[config.mk]
export PLATFORM = sky130hd
export DESIGN_NAME = ps2_kbd_rx
export DESIGN_NICKNAME = d
export VERILOG_FILES = /design/src/rtl/ps2_kbd_rx_pkg.sv /design/src/rtl/sync_fifo.sv /design/src/rtl/ps2_kbd_rx.sv
export SDC_FILE = /design/constraint.sdc
export NUM_CORES = 1
export LEC_CHECK = 0
export CELL_PAD_IN_SITES_DETAIL_PLACEMENT = 0
export CELL_PAD_IN_SITES_GLOBAL_PLACEMENT = 1
export CORE_MARGIN = 2
export CORE_UTILIZATION = 43
export CTS_CLUSTER_DIAMETER = 200
export CTS_CLUSTER_SIZE = 10
export DETAILED_ROUTE_END_ITERATION = 8
export GPL_ROUTABILITY_DRIVEN = 0
export HOLD_SLACK_MARGIN = 0.03
export PLACE_DENSITY_LB_ADDON = 0.1
export SETUP_SLACK_MARGIN = 0.02
export SYNTH_ARGS = -nofsm -noshare
export SYNTH_HDL_FRONTEND = slang
export SYNTH_SLANG_ARGS = --single-unit
[constraint.sdc]
create_clock -name clk -period 8.1 [get_ports clk]
set_input_delay 1.215 -clock clk [delete_from_list [all_inputs] [get_ports clk]]
set_output_delay 1.215 -clock clk [all_outputs]
set_load 0.01 [all_outputs]
[src/rtl/ps2_kbd_rx_pkg.sv]
// Shared definitions for the PS/2 keyboard receiver: FSM encoding, bus width
// and the frame acceptance rule.
package ps2_kbd_rx_pkg;

  localparam int KBD_DATA_BUS = 8;

  typedef enum logic [1:0] {
    ST_IDLE   = 2'd0,
    ST_DATA   = 2'd1,
    ST_PARITY = 2'd2,
    ST_STOP   = 2'd3
  } ps2_state_t;

  // Odd parity over data+parity, and the stop bit must be high.
  function automatic logic frame_ok(input logic [KBD_DATA_BUS-1:0] data,
                                    input logic parity, input logic stop);
    return ((^data) ^ parity) & stop;
  endfunction

endpackage

[src/rtl/sync_fifo.sv]
// Single-clock first-word-fall-through FIFO with full/count; a push while full
// is accepted only when a pop frees a slot in the same cycle.
module sync_fifo #(
  parameter int DW = 8,
  parameter int AW = 3
) (
  input  logic          clk,
  input  logic          rst,
  input  logic          push,
  input  logic [DW-1:0] push_data,
  input  logic          pop,
  output logic [DW-1:0] rd_data,
  output logic          rd_valid,
  output logic          full,
  output logic [AW:0]   count
);

  logic [DW-1:0] mem [2**AW];
  logic [AW:0]   wptr_reg;
  logic [AW:0]   rptr_reg;
  logic          pop_ok;
  logic          push_ok;

  // Pointers carry one extra bit so full and empty are distinguishable.
  assign count    = wptr_reg - rptr_reg;
  assign rd_valid = (count != '0);
  assign full     = count[AW];
  assign pop_ok   = pop & rd_valid;
  assign push_ok  = push & (~full | pop_ok);
  assign rd_data  = rd_valid ? mem[rptr_reg[AW-1:0]] : '0;

  always_ff @(posedge clk) begin
    if (push_ok) mem[wptr_reg[AW-1:0]] <= push_data;
  end

  always_ff @(posedge clk or posedge rst) begin
    if (rst) begin
      wptr_reg <= '0;
      rptr_reg <= '0;
    end else begin
      if (push_ok) wptr_reg <= wptr_reg + 1'b1;
      if (pop_ok)  rptr_reg <= rptr_reg + 1'b1;
    end
  end

endmodule

[src/rtl/ps2_kbd_rx.sv]
// PS/2 keyboard receiver: oversamples PS2_CLK/PS2_DAT on the system clock,
// checks each 11-bit frame and queues good scancodes in a FWFT FIFO.
module ps2_kbd_rx
  import ps2_kbd_rx_pkg::*;
#(
  parameter int FIFO_AW        = 3,
  parameter int TIMEOUT_CYCLES = 50000
) (
  input  logic                    clk,
  input  logic                    rst,
  input  logic                    ps2_clk,
  input  logic                    ps2_dat,
  input  logic                    rd_en,
  output logic [KBD_DATA_BUS-1:0] rd_data,
  output logic                    rd_valid,
  output logic [FIFO_AW:0]        count,
  input  logic                    clr_err,
  output logic                    overflow,
  output logic                    frame_err
);

  localparam int TW = $clog2(TIMEOUT_CYCLES);

  logic [1:0]              clk_sync_reg;
  logic [1:0]              dat_sync_reg;
  logic                    clk_prev_reg;
  logic                    fall_edge;
  logic                    dat_s;
  ps2_state_t              state_reg;
  logic [2:0]              bit_cnt_reg;
  logic [KBD_DATA_BUS-1:0] shreg_reg;
  logic                    parity_reg;
  logic [TW-1:0]           idle_cnt_reg;
  logic                    stop_edge;
  logic                    push;
  logic                    frame_bad;
  logic                    fifo_full;
  logic                    drop;
  logic                    overflow_reg;
  logic                    frame_err_reg;

  // Synchronizers reset high so an idle bus produces no spurious edge.
  always_ff @(posedge clk or posedge rst) begin
    if (rst) begin
      clk_sync_reg <= 2'b11;
      dat_sync_reg <= 2'b11;
      clk_prev_reg <= 1'b1;
    end else begin
      clk_sync_reg <= {clk_sync_reg[0], ps2_clk};
      dat_sync_reg <= {dat_sync_reg[0], ps2_dat};
      clk_prev_reg <= clk_sync_reg[1];
    end
  end

  assign fall_edge = clk_prev_reg & ~clk_sync_reg[1];
  assign dat_s     = dat_sync_reg[1];
  assign stop_edge = fall_edge && (state_reg == ST_STOP);
  assign push      = stop_edge && frame_ok(shreg_reg, parity_reg, dat_s);
  assign frame_bad = stop_edge && !frame_ok(shreg_reg, parity_reg, dat_s);

  always_ff @(posedge clk or posedge rst) begin
    if (rst) begin
      state_reg    <= ST_IDLE;
      bit_cnt_reg  <= '0;
      shreg_reg    <= '0;
      parity_reg   <= 1'b0;
      idle_cnt_reg <= '0;
    end else begin
      if (fall_edge || state_reg == ST_IDLE) idle_cnt_reg <= '0;
      else                                   idle_cnt_reg <= idle_cnt_reg + 1'b1;

      if (fall_edge) begin
        case (state_reg)
          ST_IDLE: begin
            if (!dat_s) begin
              state_reg   <= ST_DATA;
              bit_cnt_reg <= '0;
            end
          end
          ST_DATA: begin
            shreg_reg   <= {dat_s, shreg_reg[KBD_DATA_BUS-1:1]};
            bit_cnt_reg <= bit_cnt_reg + 1'b1;
            if (bit_cnt_reg == 3'd7) state_reg <= ST_PARITY;
          end
          ST_PARITY: begin
            parity_reg <= dat_s;
            state_reg  <= ST_STOP;
          end
          ST_STOP:  state_reg <= ST_IDLE;
          default:  state_reg <= ST_IDLE;
        endcase
      end else if (state_reg != ST_IDLE && idle_cnt_reg == TW'(TIMEOUT_CYCLES - 1)) begin
        // Stalled frame: drop the partial byte silently.
        state_reg <= ST_IDLE;
      end
    end
  end

  assign drop = push & fifo_full & ~(rd_en & rd_valid);

  always_ff @(posedge clk or posedge rst) begin
    if (rst) begin
      overflow_reg  <= 1'b0;
      frame_err_reg <= 1'b0;
    end else begin
      if (drop)         overflow_reg  <= 1'b1;
      else if (clr_err) overflow_reg  <= 1'b0;
      if (frame_bad)    frame_err_reg <= 1'b1;
      else if (clr_err) frame_err_reg <= 1'b0;
    end
  end

  assign overflow  = overflow_reg;
  assign frame_err = frame_err_reg;

  sync_fifo #(
    .DW (KBD_DATA_BUS),
    .AW (FIFO_AW)
  ) u_fifo (
    .clk       (clk),
    .rst       (rst),
    .push      (push),
    .push_data (shreg_reg),
    .pop       (rd_en),
    .rd_data   (rd_data),
    .rd_valid  (rd_valid),
    .full      (fifo_full),
    .count     (count)
  );

endmodule

==> metrics.md, run 1 <==
| Metric | Value |
|---|---|
| Outcome | completed |
| Top FF cell, synth | edfxtp_1 |
| Post-synth EDFFs | between 60 and 70 |
| Placed cells | 478 |
| Layout cells sized above 1 | 0.186 |
| Num CTS Buffers | 9 |
| Power density over the cells | approximately 300 nW/um^2 |
| Levels on crit path | 8 |
| Cell Chain, Critical Path | inv_1 -> fa_1 -> xor2_1 -> or3_1 -> nor3_1 -> buf_4 -> a21oi_1 -> clkdlybuf4s50_1 |
| H-tree Lvls | 3 |
| Syn-to-layout area delta | 12.6% |
| Cell taking the most area after synthesis | edfxtp_1 |
| Sequential cell area fraction in the yosys report | 0.647 |
| Post_cts resized | 0 |
| Maximum VDD drop | about 0.00015 V |
| Delay of the slowest critical-path stage | just under 0.9 ns |
| Buffers on Ports | 20 |
| First-pass GRT wire length | 13.0 mm |
| TritonCTS clock tree | done |
| Grt ovf | 0 |
| CP endpoint kind | primary output |
| Most frequent cells in the layout | 64 x edfxtp_1, 40 x dfrtp_1, 28 x nand2_1 |
| Sequential Area | 3050 um^2 |
| Hold Path Depth | 0 |
| Final Hold Fails | 0 |
| Fin Setup TNS | 0 ns |
| Max FFs per register | between 60 and 70 |
| Fmax | 220 MHz |
| DR iter-0 viols | ~110 |
| Yosys reg bits | between 100 and 150 |
| Post-layout min period | around 4.5 ns |
| Clk buf depth | 2 |
| Final instance area | roughly 5300 um^2 |
| FFs w/ async S/R, synth | 0.413 |
| CTS clk-pin slew, worst paths | approximately 0.1 ns |
| Setup repair after global routing missed its margin | no |
| WS Path Type | reg -> out |
| Post-Synthesis Cells | 320 |
| Starting density of the core | 0.437 |
| Yosys synthesis warning count | 0 |
| Crit path max-delay family | flip-flops |
| Hold Path Class | reg -> reg |
| Area of the multi-input gates | 1550 um^2 |
| CTS root buffer | clkbuf_8 |
| Initial antenna violation count | 0 |
| Post-synthesis average cell area | around 15 um^2 |
| Crit Path Max Fanout | 20 |
| Clock sink count | around 110 |
| Worst Slack Setup Final | approximately 3.6 ns |
| Worst-skew pair later-pin latency | between 0.3 and 0.4 ns |
| Post-Syn Area | around 4700 um^2 |
| Number of global-route vias before repair | between 2000 and 3000 |
| Tot GR Track Use | 0.147 |
| Area after DPL | ~5100 um^2 |
| Die ar. | around 12000 um^2 |
| Most common cell after layout, fill and taps aside | edfxtp_1 |
| Hpwl dp | 5.24 mm |
| Die width | ~110 um |
| Critical path's slowest cell | dfrtp_1 |
| Required @ worst endpoint | slightly below 7 ns |
| CP arrival | 3.32 ns |
| Synth Net Count | roughly 340 |
| Buffers & Inverters on Critical Path | 3 |
| Static leakage | 2.01 nW |
| Routed Antenna Nets | 0 |
| Netlist cell types | 44 |
| I/O pin count | 21 |
| WL final | 7.65 mm |
| Fin. max-slew vios | 0 |
| DR DRC count | 0 |
| Max Cap Viol | 0 |
| FP Rows | 38 |
| Worst slack at placement | around 3.9 ns |
| Final Cycle Share | 0.560 |
| NumNets Final | 368 |
| Largest net degree at the start of global routing | 46 |
| Final setup vio count | 0 |
| Reg2Reg Depth | 8 |
| N_diodes | 0 |
| Via density | ~5 |
| Drt wl/cell | approximately 15 um |
| Vias | 2522 |
| Top cells by area, synth | edfxtp_1 41%, dfrtp_1 21%, mux4_2 7.6%, ha_1 3.2%, dfstp_2 2.8% |
| Post-Route Skew | 0.00852 ns |
| Startpoint class of the critical path | flip-flop |
| Slew HR | 0.351 |
| Non-filler instance count after layout | 494 |
| CORE AREA | about 11000 um^2 |
| Synth top area share | 0.407 |
| DRT Pass-1 Iters | 4 |
| R2r setup slk | just under 5 ns |
| Setup bufs post-CTS | 0 |
| # fillers | 947 |
| Pwr Total | 0.00157 W |
| Hold_buf cts | 0 |
| Worst Tran Pin Value | about 0.97 ns |
| Chip Height | around 110 um |
-- cells by family after synthesis --
family / synth area share
adder cells (fa/ha/maj): 0.0361
multiplexers: 0.110
XOR/XNOR: 0.0488
AND/OR/NAND/NOR: 0.0928
buffers and inverters: 0.0236
AO/OA/AOI/OAI: 0.0414
flip-flops: 0.647
-- through the flow --
step / hold slack (ns) / util
2_1_floorplan: 0.345 / -
3_5_place_dp: 0.347 / 0.473
5_1_grt: 0.366 / 0.492
4_1_cts: 0.362 / 0.492
3_3_place_gp: 0.346 / 0.473
6_report: 0.361 / 0.492
-- routing by layer --
layer	GRT usage	wire length, um	vias to the layer above
li1	-	-	1238
met1	0.203	3630	1252
met2	0.232	3720	24
met3	0.0359	192	8
met4	0.0467	102	0
met5	0	0	-
-- worst paths after layout --
kind / from / to
max in group asynchronous: rst / u_fifo.wptr_reg[3]
setup reg to reg: u_fifo.rptr_reg[2] / u_fifo.mem[0][0]
min in group asynchronous: rst / shreg_reg[0]
hold reg to reg: clk_sync_reg[0] / clk_sync_reg[1]
hold / removal: clk_sync_reg[0] / clk_sync_reg[1]
setup / recovery: u_fifo.rptr_reg[1] / rd_data[1]
-- synth_stat cells, drive strengths merged (3+ instances only) --
| library cell | n |
|---|---|
| nand2 | 28 |
| or2 | 3 |
| nand3 | 6 |
| nor2 | 15 |
| inv | 15 |
| edfxtp | 64 |
| mux2 | 12 |
| mux4 | 16 |
| dfrtp | 40 |
| or3 | 7 |
| ha | 12 |
| clkbuf | 6 |
| o21ai | 9 |
| xor2 | 7 |
| buf | 5 |
| nand4 | 6 |
| a21oi | 17 |
| xnor2 | 15 |
| dfstp | 5 |
| nor4 | 8 |
-- layout make-up --
cell class                 instances  share of cell area
sequential                       109               0.575
multi-input combinational        184               0.292
timing repair buffer              29              0.0504
tap                              140              0.0330
clock buffer                       9              0.0233
clock inverter                     7              0.0151
inverter                          16              0.0113
-- power by group --
group / internal (W) / switching (W) / leakage, nW / total, W
combinational: 0.000281 / 0.000237 / 0.703 / 0.000518
sequential: 0.000646 / 0.0000777 / 1.20 / 0.000724
clock: 0.000148 / 0.000183 / 0.104 / 0.000331
total: 0.00108 / 0.000498 / 2.01 / 0.00157
(Power assumes the default switching activity.)
==> inputs of run 2 (changes only) <==
==> constraint.sdc (replaced) <==
create_clock -name clk -period 4.45 [get_ports clk]
set_input_delay 0.6675 -clock clk [delete_from_list [all_inputs] [get_ports clk]]
set_output_delay 0.6675 -clock clk [all_outputs]
set_load 0.01 [all_outputs]
==> run 2 against run 1 <==
Clock skew is 0.0064 ns higher. Non-clock buffer count is 1 higher. Cell area is 0.21% lower. Sequential share of layout area is 0.12 points higher. Register-to-register slack worse by 3.5 ns. Combinational power is 93% higher. Critical endpoint is now rd_data[5]. Largest cell class unchanged.
==> metrics.md, run 2 (same netlist as run 1, synthesis figures left out) <==
| Metric | Value |
|---|---|
| Setup repair after global routing missed its margin | no |
| Tot GR Track Use | 0.151 (+0.00426) |
| Clk buf depth | 2 (unchanged) |
| Die ar. | 11800 um^2 (unchanged) |
| Number of global-route vias before repair | 2567 (+2.1%) |
| Clock sink count | 109 (unchanged) |
| Post_cts resized | 0 (unchanged) |
| Required @ worst endpoint | 3.78 ns (-3.10 ns) |
| Final Hold Fails | 0 (unchanged) |
| Metal-1 WL | 3.83 mm (+5.4%) |
| Starting density of the core | 0.437 (unchanged) |
| NumNets Final | 369 (+0.27%) |
| Routed Antenna Nets | 0 (unchanged) |
| Maximum VDD drop | 0.000369 V (+150%) |
| WL final | 8.07 mm (+5.4%) |
| Crit path max-delay family | buffers and inverters |
| Most common cell after layout, fill and taps aside | edfxtp_1 |
| Final Cycle Share | 0.848 |
| Most frequent cells in the layout | 64 x edfxtp_1, 40 x dfrtp_1, 28 x nand2_1 |
| WS Path Type | reg -> out |
| Outcome | completed |
| Final instance area | 5300 um^2 (-0.21%) |
| Static leakage | 2.00 nW (-0.24%) |
| Minimum hold slack | 0.362 ns (+0.00151 ns) |
| Chip Height | 109 um (unchanged) |
| Max FFs per register | 64 (unchanged) |
| Buffers & Inverters on Critical Path | 3 (unchanged) |
| CTS root buffer | clkbuf_8 |
| Fmax | 265 MHz |
| Delay of the slowest critical-path stage | 0.55 ns (-0.34 ns) |
| Pwr Total | 0.00285 W (+81%) |
| Crit Path Max Fanout | 11 (-45%) |
| Cell Chain, Critical Path | clkinv_1 -> ha_1 -> a21oi_1 -> and3_1 -> nor3_1 -> buf_4 -> a21oi_1 -> clkdlybuf4s50_1 |
| Largest net degree at the start of global routing | 46 (unchanged) |
| CP endpoint kind | primary output |
| DR DRC count | 0 (unchanged) |
| DR top layer | met4 |
| Power density over the cells | 538 nW/um^2 (+82%) |
| TritonCTS clock tree | done |
| DR iter-0 viols | 92 (-13%) |
| CORE AREA | 10800 um^2 (unchanged) |
| Met3 WL | 166 um (-14%) |
| Die width | 109 um (unchanged) |
| H-tree Lvls | 3 (unchanged) |
| Worst Tran Pin Value | 0.982 ns (+0.0109 ns) |
| DRT Pass-1 Iters | 4 (unchanged) |
| FP Rows | 38 (unchanged) |
| Num CTS Buffers | 9 (unchanged) |
| I/O pin count | 21 (unchanged) |
| WL met2 | 3.96 mm (+6.3%) |
| Area after DPL | 5120 um^2 (+0.15%) |
| Hold Path Class | reg -> reg |
| Post-layout min period | roughly 3.8 ns |
| First-pass GRT wire length | 13.3 mm (+2.3%) |
| Final setup vio count | 0 (unchanged) |
| Worst Slack Setup Final | 0.675 ns (-2.89 ns) |
| N_diodes | 0 (unchanged) |
| Fin Setup TNS | 0 ns (unchanged) |
| Critical path's slowest cell | dfrtp_1 |
| Drt wl/cell | 16.3 um (+5.2%) |
| Syn-to-layout area delta | 12.4% |
| Vias | 2520 (-0.079%) |
| Slew HR | 0.344 (-0.00729) |
| Startpoint class of the critical path | flip-flop |
| Post-Route Skew | 0.0149 ns (+0.00639 ns) |
| Buffers on Ports | 20 (unchanged) |
| Grt ovf | 0 (unchanged) |
| Hpwl dp | 5.54 mm (+5.7%) |
| Layout cells sized above 1 | 0.192 (+0.00511) |
| CTS clk-pin slew, worst paths | 0.10 ns (about the same) |
| Max Cap Viol | 0 (unchanged) |
| Initial antenna violation count | 0 (unchanged) |
| Setup bufs post-CTS | 0 (unchanged) |
| Hold_buf cts | 0 (unchanged) |
| Fin. max-slew vios | 0 (unchanged) |
| Via density | 5.09 (-0.28%) |
| CP arrival | 3.11 ns (-0.21 ns) |
| Worst slack at placement | 1.00 ns (-2.93 ns) |
| Most numerous cell on the critical path | a21oi_1 |
| Worst-skew pair later-pin latency | 0.37 ns (about the same) |
[run 2: per-layer routing]
metal | vias to the layer above | global-route usage
li1 | 1237 | -
met2 | 24 | 0.246
met3 | 11 | 0.0203
met4 | 0 | 0.0549
met5 | - | 0
met1 | 1248 | 0.210
[run 2: through the flow]
stage	util	std cells
5_1_grt	0.491	495
2_1_floorplan	-	320
6_report	0.491	495
3_3_place_gp	0.474	479
3_5_place_dp	0.474	479
4_1_cts	0.491	495
[run 2: where the power goes]
group,internal [W],switching [W],total [W]
registers,0.00118,0.000106,0.00128
logic,0.000518,0.000483,0.00100
clock network,0.000217,0.000353,0.000570
[run 2: final timing paths]
check	from	to	slack [ns]	cells past startpoint
max in group asynchronous	rst	u_fifo.rptr_reg[2]	2.99	2
hold / removal	clk_sync_reg[0]	clk_sync_reg[1]	0.36	0
setup reg to reg	u_fifo.rptr_reg[2]	u_fifo.mem[5][5]	1.44	8
min in group asynchronous	rst	shreg_reg[0]	0.85	2
hold reg to reg	clk_sync_reg[0]	clk_sync_reg[1]	0.36	0
setup / recovery	u_fifo.rptr_reg[2]	rd_data[5]	0.67	8
[run 2: area by class of cell]
| type | instances | area (um^2) |
|---|---|---|
| multi-input cells | 184 | 1550 |
| repair buffers | 30 | 275 |
| fillers | 958 | 5490 |
| well taps | 140 | 175 |
| flip-flops and latches | 109 | 3050 |
| clock buffers | 9 | 124 |
| inverters | 16 | 60.1 |
| clock inverters | 7 | 61.3 |
==> inputs of run 3 (changes only) <==
==> constraint.sdc (replaced) <==
create_clock -name clk -period 3.3 [get_ports clk]
set_input_delay 0.495 -clock clk [delete_from_list [all_inputs] [get_ports clk]]
set_output_delay 0.495 -clock clk [all_outputs]
set_load 0.01 [all_outputs]
==> run 3 against run 2 <==
Worst setup slack worse by 0.52 ns. First-iteration DRC count is 20% higher. Flip-flop and latch count stayed put. Cell area is 1.9% higher. Non-clock buffer count is 11 higher. Clock skew is 0.0060 ns lower. Total power is 37% higher. Die area stayed put. Clock power is 40% higher. Wire length is 3.5% higher. Critical path depth is 3 higher. Critical endpoint is now rd_data[4]. Largest cell class unchanged. Highest routed layer unchanged.
==> metrics.md, run 3 (same netlist as run 1, synthesis figures left out) <==
| Metric | Value |
|---|---|
| Fin Setup TNS | 0 ns (unchanged) |
| Sequential Area | 3060 um^2 (about the same) |
| WS Path Type | reg -> out |
| Post-layout min period | between 3 and 4 ns |
| Starting density of the core | 0.437 (unchanged) |
| Setup repair after global routing missed its margin | yes |
| CORE AREA | 10800 um^2 (unchanged) |
| Final Hold Fails | 0 (unchanged) |
| Max FFs per register | 64 (unchanged) |
| DR iter-0 viols | 110 (+20%) |
| Drt wl/cell | 16.5 um (+1.2%) |
| Die ar. | 11800 um^2 (unchanged) |
| Post-Route Skew | 0.00894 ns (-0.00597 ns) |
| Final Cycle Share | 0.953 |
| I/O pin count | 21 (unchanged) |
| N_diodes | 0 (unchanged) |
| Slew HR | 0.366 (+0.0223) |
| Final core occ | 0.500 (+0.00916) |
| Die width | 109 um (unchanged) |
| Most frequent cells in the layout | 64 x edfxtp_1, 39 x dfrtp_1, 28 x nand2_1 |
| # fillers | 928 (-3.1%) |
| Static leakage | 2.06 nW (+3.1%) |
| Required @ worst endpoint | 2.80 ns (-0.98 ns) |
| Startpoint class of the critical path | flip-flop |
| Most common cell after layout, fill and taps aside | edfxtp_1 |
| Critical path's slowest cell | dfrtp_2 |
| Clock sink count | 109 (unchanged) |
| Hpwl dp | 5.47 mm (-1.2%) |
| Chip Height | 109 um (unchanged) |
| Worst-skew pair later-pin latency | 0.36 ns (about the same) |
| Placed cells | 482 (+0.63%) |
| Num CTS Buffers | 9 (unchanged) |
| Syn-to-layout area delta | 14.5% |
| Maximum VDD drop | 0.000255 V (-31%) |
| Via density | 5.14 (+1.0%) |
| Number of global-route vias before repair | 2689 (+4.8%) |
| Largest net degree at the start of global routing | 46 (unchanged) |
| Tot GR Track Use | 0.158 (+0.00634) |
| Initial antenna violation count | 0 (unchanged) |
| Final setup vio count | 0 (unchanged) |
| Hold Path Class | reg -> reg |
| Vias | 2602 (+3.3%) |
| Clk buf depth | 2 (unchanged) |
| Fmax | about 320 MHz |
| Buffers on Ports | 20 (unchanged) |
| H-tree Lvls | 3 (unchanged) |
| Max Cap Viol | 0 (unchanged) |
| DR DRC count | 0 (unchanged) |
| Non-filler instance count after layout | 506 (+2.2%) |
| Worst Tran Pin Value | 0.949 ns (-0.0333 ns) |
| WL final | 8.35 mm (+3.5%) |
| Grt ovf | 0 (unchanged) |
| First-pass GRT wire length | 13.8 mm (+3.7%) |
| CP arrival | 2.65 ns (-0.46 ns) |
| TritonCTS clock tree | done |
| Cell Chain, Critical Path | inv_4 -> ha_2 -> inv_1 -> fa_2 -> xor2_1 -> or3_4 -> nor3_4 -> buf_6 -> buf_4 -> a21oi_1 -> clkdlybuf4s15_1 |
| CTS root buffer | clkbuf_8 |
| Layout cells sized above 1 | 0.238 (+0.0462) |
| DRT Pass-1 Iters | 4 (unchanged) |
| Area of the multi-input gates | 1570 um^2 (+1.4%) |
| Power density over the cells | 726 nW/um^2 (+35%) |
| Fin. max-slew vios | 0 (unchanged) |
| FP Rows | 38 (unchanged) |
| Delay of the slowest critical-path stage | 0.44 ns (-0.11 ns) |
| Hold_buf cts | 0 (unchanged) |
| NumNets Final | 380 (+3.0%) |
| CTS clk-pin slew, worst paths | 0.10 ns (about the same) |
| Routed Antenna Nets | 0 (unchanged) |
| CP endpoint kind | primary output |
| Outcome | completed |
| Crit Path Max Fanout | 4 (-7) |
-- run 3: layer usage --
| layer | global-route usage | wire [um] | part of all wire |
|---|---|---|---|
| met5 | 0 | 0 | 0 |
| met4 | 0.0577 | 82 | 0.0098 |
| met3 | 0.0323 | 180 | 0.022 |
| met2 | 0.262 | 4200 | 0.50 |
| met1 | 0.206 | 3890 | 0.47 |
-- run 3: critical path: cells and delay by family (launching register included) --
kind,cells,cell delay [ns]
compound gates,1,0.04
xor+xnor,1,0.18
fa+ha+maj,2,0.49
buf+inv,5,0.59
flops,1,0.44
simple gates,2,0.55
-- run 3: cell type report --
type,instances,area share
tap,140,0.0324
sequential,109,0.566
clock buffer,9,0.0229
timing repair buffer,41,0.0628
inverter,16,0.0116
multi-input combinational,184,0.291
clock inverter,7,0.0132
-- run 3: final timing paths --
path | slack (ns) | startpoint | to | cells after the start
worst max register to register | 0.74 | u_fifo.rptr_reg[2] | u_fifo.mem[0][6] | 8
max in group asynchronous | 1.98 | rst | u_fifo.wptr_reg[0] | 2
worst max-delay path | 0.16 | u_fifo.wptr_reg[0] | rd_data[4] | 11
worst min register to register | 0.36 | clk_sync_reg[0] | clk_sync_reg[1] | 0
worst min-delay path | 0.36 | clk_sync_reg[0] | clk_sync_reg[1] | 0
min in group asynchronous | 0.66 | rst | shreg_reg[0] | 2
-- run 3: power breakdown --
| part | internal [W] | switching (W) | total, W | leakage [nW] |
|---|---|---|---|---|
| registers | 0.00159 | 0.000131 | 0.00172 | 1.20 |
| logic | 0.000709 | 0.000698 | 0.00141 | 0.771 |
| clock network | 0.000353 | 0.000443 | 0.000796 | 0.0953 |
-- run 3: per-stage QoR --
step | setup WS [ns] | area [um^2] | hold WS (ns) | total power (W)
5_1_grt | 0.00791 | 5400 | 0.369 | 0.00418
4_1_cts | -0.0516 | 5380 | 0.363 | 0.00394
3_3_place_gp | 0.260 | 5140 | 0.346 | 0.00312
2_1_floorplan | -0.137 | 4720 | 0.345 | 0.00266
6_report | 0.155 | 5400 | 0.361 | 0.00392
3_5_place_dp | 0.200 | 5140 | 0.347 | 0.00314
-- run 3: repair_timing --
action | in CTS | in global routing
buffers inserted | 5 | 2
endpoints found under the hold margin | 0 | 0
pin swaps | 1 | 2
gates resized for setup | 14 | 17
setup endpoints to repair | 9 | 9
cloned | 1 | 0
